File: src/rtl/tx_drv_slice_ramp.sv
// Slice-enable ramp controller for the differential TX output driver.
// Converts binary N/P strength codes into thermometer output-enables and
// walks the enabled count one slice per STEP_CYC cycles so the driver
// impedance never jumps. Dropping en ramps both sides softly down to zero.
//
// Handshake: load is a single-cycle strobe with no ready; tgt_n/tgt_p are
// sampled on any edge where load=1. done is a one-cycle completion pulse.
// busy is the FSM state itself (1 = RAMP), so it doubles as the debug view.
module tx_drv_slice_ramp #(
   parameter int N_SLICE  = 16,
   parameter int STEP_CYC = 4,
   parameter int CODE_W   = $clog2(N_SLICE + 1)
) (
   input  logic              clk,
   input  logic              rstb,
   input  logic              en,
   input  logic              load,
   input  logic [CODE_W-1:0] tgt_n,
   input  logic [CODE_W-1:0] tgt_p,
   output logic [N_SLICE-1:0] ctl_slice_n,
   output logic [N_SLICE-1:0] ctl_slice_p,
   output logic [CODE_W-1:0] cur_n,
   output logic [CODE_W-1:0] cur_p,
   output logic              busy,
   output logic              done
);

   localparam int CNT_W = (STEP_CYC > 1) ? $clog2(STEP_CYC) : 1;

   localparam logic [0:0] IDLE = 1'b0;
   localparam logic [0:0] RAMP = 1'b1;

   localparam logic [CODE_W-1:0] CODE_MAX = CODE_W'(N_SLICE);
   localparam logic [CNT_W-1:0]  CNT_LAST = CNT_W'(STEP_CYC - 1);

   logic [0:0]         state, state_nxt;
   logic [CNT_W-1:0]   cnt, cnt_nxt;
   logic [CODE_W-1:0]  cur_n_q, cur_p_q, cur_n_nxt, cur_p_nxt;
   logic [CODE_W-1:0]  lt_n, lt_p;
   logic [CODE_W-1:0]  eff_n, eff_p;
   logic [N_SLICE-1:0] ctl_n_q, ctl_p_q;
   logic               done_q, done_nxt;
   logic               load_d;

   // Move a count one slice toward its goal, or hold when already there.
   function automatic logic [CODE_W-1:0] step_toward(input logic [CODE_W-1:0] c,
                                                     input logic [CODE_W-1:0] e);
      logic [CODE_W-1:0] r;
      r = c;
      if (c < e)      r = c + CODE_W'(1);
      else if (c > e) r = c - CODE_W'(1);
      return r;
   endfunction

   // Thermometer expansion: slice i is on when i < count.
   function automatic logic [N_SLICE-1:0] therm(input logic [CODE_W-1:0] c);
      logic [N_SLICE-1:0] t;
      t = '0;
      for (int i = 0; i < N_SLICE; i++) t[i] = (c > CODE_W'(i));
      return t;
   endfunction

   // Requested codes above the slice count clamp to all slices on.
   function automatic logic [CODE_W-1:0] sat(input logic [CODE_W-1:0] t);
      return (t > CODE_MAX) ? CODE_MAX : t;
   endfunction

   assign eff_n = en ? lt_n : '0;
   assign eff_p = en ? lt_p : '0;

   // Next-state: start a ramp on any mismatch, step on the last counter phase,
   // and return to IDLE with done once both sides sit on the effective target.
   always_comb begin
      state_nxt = state;
      cnt_nxt   = cnt;
      cur_n_nxt = cur_n_q;
      cur_p_nxt = cur_p_q;
      done_nxt  = 1'b0;
      case (state)
         IDLE: begin
            if ((cur_n_q != eff_n) || (cur_p_q != eff_p)) begin
               state_nxt = RAMP;
               cnt_nxt   = '0;
            end else if (load_d) begin
               // A load that asks for what is already applied completes at once.
               done_nxt = 1'b1;
            end
         end
         RAMP: begin
            if (cnt == CNT_LAST) begin
               cnt_nxt   = '0;
               cur_n_nxt = step_toward(cur_n_q, eff_n);
               cur_p_nxt = step_toward(cur_p_q, eff_p);
               if ((cur_n_nxt == eff_n) && (cur_p_nxt == eff_p)) begin
                  state_nxt = IDLE;
                  done_nxt  = 1'b1;
               end
            end else begin
               cnt_nxt = cnt + CNT_W'(1);
            end
         end
         default: state_nxt = IDLE;
      endcase
   end

   // State, counts and registered slice enables; reset drops all slices at once.
   always_ff @(posedge clk) begin
      if (!rstb) begin
         state   <= IDLE;
         cnt     <= '0;
         cur_n_q <= '0;
         cur_p_q <= '0;
         lt_n    <= '0;
         lt_p    <= '0;
         ctl_n_q <= '0;
         ctl_p_q <= '0;
         done_q  <= 1'b0;
         load_d  <= 1'b0;
      end else begin
         state   <= state_nxt;
         cnt     <= cnt_nxt;
         cur_n_q <= cur_n_nxt;
         cur_p_q <= cur_p_nxt;
         ctl_n_q <= therm(cur_n_nxt);
         ctl_p_q <= therm(cur_p_nxt);
         done_q  <= done_nxt;
         load_d  <= load;
         if (load) begin
            lt_n <= sat(tgt_n);
            lt_p <= sat(tgt_p);
         end
      end
   end

   assign ctl_slice_n = ctl_n_q;
   assign ctl_slice_p = ctl_p_q;
   assign cur_n       = cur_n_q;
   assign cur_p       = cur_p_q;
   assign busy        = (state == RAMP);
   assign done        = done_q;

endmodule
File: config.mk
export PLATFORM = sky130hd
export DESIGN_NAME = tx_drv_slice_ramp
export DESIGN_NICKNAME = d
export VERILOG_FILES = /design/src/rtl/tx_drv_slice_ramp.sv
export SDC_FILE = /design/constraint.sdc
export NUM_CORES = 1
export LEC_CHECK = 0
export ABC_AREA = 0
export CORE_ASPECT_RATIO = 0.75
export CORE_UTILIZATION = 47
export DETAILED_ROUTE_END_ITERATION = 12
export PLACE_DENSITY = 0.88
export RECOVER_POWER = 50
export SLEW_MARGIN = 20
export SYNTH_ARGS = -nofsm -noshare
export SYNTH_HDL_FRONTEND = slang
export SYNTH_SLANG_ARGS = --single-unit
File: constraint.sdc
create_clock -name clk -period 2.2 [get_ports clk]
set_input_delay 0.22 -clock clk [delete_from_list [all_inputs] [get_ports clk]]
set_output_delay 0.22 -clock clk [all_outputs]
set_load 0.01 [all_outputs]
==> flow_summary_export.csv, run 1 <==
group,metric,value,unit
status,outcome,"stopped before the end",
status,lastStage,"global routing (5_1_grt)",
status,stop_error,"[ERROR GRT-0232] Routing congestion too high. Check the congestion heatmap in the GUI.",
logic_synthesis,synth-seq-cells,57,
logic_synthesis,ys.flop_type,"dfxtp_1",
logic_synthesis,synth_async_sr_flop_share,0,
logic_synthesis,synth_edf_count,0,
sta,grt_worst_setup_endpoint,"busy$_SDFF_PN0_/D",
clock_tree,htreeDepth,3,
logic_synthesis,synthTopCellsByCount,"dfxtp_1 (57), nand2_1 (31), nor2_1 (29)",
placed_design,gp_congestion,0.924,
clock_tree,clk_path_buf_depth,2,
die,std_cell_rows,24,
logic_synthesis,syn_inst,345,
placed_design,io_buffers,57,
clock_tree,cts_hold_buf,0,
logic_synthesis,synth.distinct_cells,59,
logic_synthesis,ys_seq_area_frac,0.385,
placed_design,dp_hpwl,7270,um
logic_synthesis,synth-warning-count,0,
global_routing,grt_max_degree,18,
sta,worst_endpoint_kind,"register data pin",
die,fp.dieH,70.7,um
logic_synthesis,syn_nets,374,
die,io_pins,58,
clock_tree,cts.sinks,57,
logic_synthesis,synth_top_area_share,0.385,
die,die_w,93.6,um
die,start_util,0.498,
clock_tree,numCtsBuffers,9,
logic_synthesis,postSynthAreaPerCell,8.58,sq um
clock_tree,clockRootBuffer,"clkbuf_8",
global_routing,grt_overflow,1,
global_routing,grt_use_total,0.690,
logic_synthesis,netlist_area,0.00296,sq mm
logic_synthesis,yosysTopAreaCell,"dfxtp_1",
logic_synthesis,yosysMostFrequentCell,"dfxtp_1",
logic_synthesis,synth_area_leaders,"dfxtp_1 (39%), ha_1 (6.3%), a21oi_1 (4.2%)",
metrics by stage:
step,TNS [ps],setup WS [ps],instance area (sq um),instances
4_1_cts,-8240,-396,5170,581
3_5_place_dp,-36310,-970,4210,534
3_3_place_gp,-30810,-879,4210,534
2_1_floorplan,-69.5,-45.9,3090,345
kinds of logic after synthesis:
family | share of synthesized area
buf+inv | 0.0469
xor+xnor | 0.0702
mux | 0.0139
simple gates | 0.222
compound gates | 0.198
flops | 0.385
fa+ha+maj | 0.0634
routing by layer:
| metal | track usage | GRT overflow |
|---|---|---|
| met1 | 0.754 | 0 |
| met2 | 0.848 | 1 |
| met3 | 0.503 | 0 |
| met4 | 0.648 | 0 |
| met5 | 0.0152 | 0 |
what timing repair did:
| item | 4_1_cts |
|---|---|
| setup endpoints to repair | 44 |
| cloned | 1 |
| setup buffers | 33 |
| resized for setup | 111 |
| pin swaps | 44 |
==> inputs of run 2 (changes only) <==
CORE_ASPECT_RATIO = unset   (was 0.75)
CORE_UTILIZATION = 40   (was 47)
PLACE_DENSITY = unset   (was 0.88)
PLACE_DENSITY_LB_ADDON = 0.15   (was unset)
clock period = 2.9 ns   (was 2.2 ns; I/O delays follow)
==> run 2 against run 1 <==
The run now ends clean. Synthesized area did not move. Synthesized cell count did not move.
==> flow_summary_export.csv, run 2 <==
group,metric,value,unit
logic_synthesis,synth-warning-count,0,
detailed_routing,dr_total_vias,2739,
critical_path,critPathArrivalTime,3000,ps
clock_tree,htreeDepth,3,
detailed_routing,dr.pass1.iters,4,
placed_design,gp_congestion,0.874,
die,io_pins,58,
sta,tightest_slew,718,ps
critical_path,cp_top_family,"simple AND/OR/NAND/NOR gates",
power_and_ir_drop,powerDensity,401,mW/mm^2
detailed_routing,vias_per_cell,5.06,
die,fp.dieArea,0.00775,sq mm
die,core_area,0.00698,sq mm
critical_path,crit_slowest_cell,"clkdlybuf4s50_1",
sta,max_clock_freq,356,MHz
final_layout,fillers,626,
clock_tree,cts.sinks,57,
critical_path,startpoint_type,"primary input",
power_and_ir_drop,p_leak,0.00180,uW
worst_hold_path,min_delay_path_depth,2,
global_routing,antenna_found_initial,0,
detailed_routing,wl_per_cell,13.5,um
power_and_ir_drop,irDropWorstVdd,0.252,mV
critical_path,path_buf_inv,4,
logic_synthesis,syn_inst,345,
die,std_cell_rows,30,
critical_path,cp.depth,13,
clock_tree,post-cts-setup-buffers,0,
sta,finalSetupViolations,0,
logic_synthesis,synth_top_area_share,0.385,
die,die_w,88.0,um
clock_tree,clockRootBuffer,"clkbuf_8",
placed_design,io_buffers,57,
clock_tree,clk_path_buf_depth,2,
placed_design,place_area,0.00389,sq mm
logic_synthesis,synth-seq-cells,57,
global_routing,grt_use_total,0.202,
final_layout,drive_gt1_frac,0.202,
critical_path,cp_max_fo,12,
sta,hold_viol_final,0,
sta,fin_skew,6.97,ps
logic_synthesis,netlist_area,0.00296,sq mm
detailed_routing,initialDrtViolationCount,122,
critical_path,critPathMostFrequentCell,"nand2_1",
final_layout,area_growth_syn_to_layout,42.0,%
final_layout,design_area,0.00420,sq mm
sta,fin_crit,2810,ps
detailed_routing,ant_nets,0,
logic_synthesis,yosysTopAreaCell,"dfxtp_1",
logic_synthesis,synthTopCellsByCount,"dfxtp_1 (57), nand2_1 (31), nor2_1 (29)",
sta,rsz0062_at_grt,"no",
logic_synthesis,synth_async_sr_flop_share,0,
sta,drv_slew,0,
placed_design,placed_cells,525,
global_routing,grt_overflow,0,
clock_tree,numCtsBuffers,9,
die,fp.dieH,88.0,um
logic_synthesis,yosysMostFrequentCell,"dfxtp_1",
sta,slew_headroom,0.521,
clock_tree,worstSkewPairLatency,330,ps
clock_tree,cts_tree,"done",
critical_path,criticalPathCategory,"in2reg",
final_layout,register_area,0.00114,sq mm
sta,period_share,0.969,
logic_synthesis,ys.flop_type,"dfxtp_1",
logic_synthesis,ys_seq_area_frac,0.385,
logic_synthesis,syn_nets,374,
detailed_routing,drc,0,
flow_run,drv_cap,0,
critical_path,cp_cell_sequence,"clkdlybuf4s50_1 -> buf_6 -> nand2_1 -> ha_1 -> inv_2 -> o31a_1 -> nand2_1 -> buf_4 -> nor3_1 -> a311oi_1 -> nor4b_2 -> nand4_1 -> nor3b_1",
status,outcome,"complete, no violations",
clock_tree,clkTransAtPathRegs,70,ps
worst_hold_path,hold_class,"reg2reg",
logic_synthesis,synth_area_leaders,"dfxtp_1 (39%), ha_1 (6.3%), a21oi_1 (4.2%)",
global_routing,first_global_vias,2547,
final_layout,multi_input_area,0.00182,sq mm
final_layout,final_cell_mix,"dfxtp_1 (57), dlygate4sd3_1 (41), buf_4 (41)",
global_routing,grt_max_degree,24,
placed_design,dp_hpwl,5360,um
logic_synthesis,postSynthAreaPerCell,8.58,sq um
final_layout,layoutNonFillerInstCount,541,
final_layout,diodes,0,
logic_synthesis,synth_edf_count,0,
clock_tree,cts_resized,0,
detailed_routing,finalWirelength,7290,um
final_layout,fin_nets,469,
logic_synthesis,synth.distinct_cells,59,
clock_tree,cts_hold_buf,0,
global_routing,grt_pass1_wl,12100,um
critical_path,reg2reg_depth,11,
critical_path,slowest_delay,470,ps
final_layout,final_common_cell,"dfxtp_1",
critical_path,required,3090,ps
die,start_util,0.424,
critical_path,crit_path_end_kind,"register",
-- run 2: worst min-delay path, cell delays in order, from the launching register on --
cell and delay (ps):
dfxtp_1 310, nand2b_1 60, a21oi_1 50
-- run 2: routing by layer --
| metal | vias to the layer above | track usage | part of all wire |
|---|---|---|---|
| li1 | 1414 | - | - |
| met1 | 1242 | 0.279 | 0.49 |
| met2 | 72 | 0.313 | 0.45 |
| met3 | 11 | 0.0368 | 0.037 |
| met4 | 0 | 0.0806 | 0.017 |
| met5 | - | 0 | 0 |
-- run 2: area by class of cell --
class	count	area share
multi-input combinational	256	0.432
timing repair buffer	100	0.213
tap	96	0.0286
clock inverter	5	0.00744
inverter	16	0.0143
sequential	57	0.272
clock buffer	11	0.0336
-- run 2: path summary, 6_finish.rpt --
kind	startpoint	end	slack, ps
worst max-delay path	en	busy	90
worst max register to register	lt_p[4]	busy	310
worst min register to register	lt_p[3]	lt_p[3]	470
worst min-delay path	lt_p[3]	lt_p[3]	470
-- run 2: power by group --
part           switching (uW)  internal, uW  leakage, uW
registers                9.39           795     0.000461
logic                     115           114      0.00125
clock network             324           330    0.0000891
-- run 2: cell families after synthesis --
logic type                 after synthesis  share of synthesized area
AOI/OAI and AO/OA                       88                      0.198
xor gates and xnor gates                22                     0.0702
adders and majority gates               15                     0.0634
buffers and inverters                   32                     0.0469
DFF                                     57                      0.385
muxes                                    4                     0.0139
and+or+nand+nor                        127                      0.222
-- run 2: stage by stage --
stage | total power [uW] | setup TNS (ps) | utilization | hold slack, ps | setup slack [ps]
floorplan | 952 | 0 | - | 422 | 478
global placement | 1040 | -4200 | 0.558 | 458 | -185
detailed placement | 1040 | -6440 | 0.558 | 451 | -295
CTS | 1690 | 0 | 0.583 | 468 | 65.7
global route | 1760 | 0 | 0.602 | 499 | 4.94
finish | 1690 | 0 | 0.602 | 470 | 90.3
Note: power is estimated with default switching activity, not from simulation.
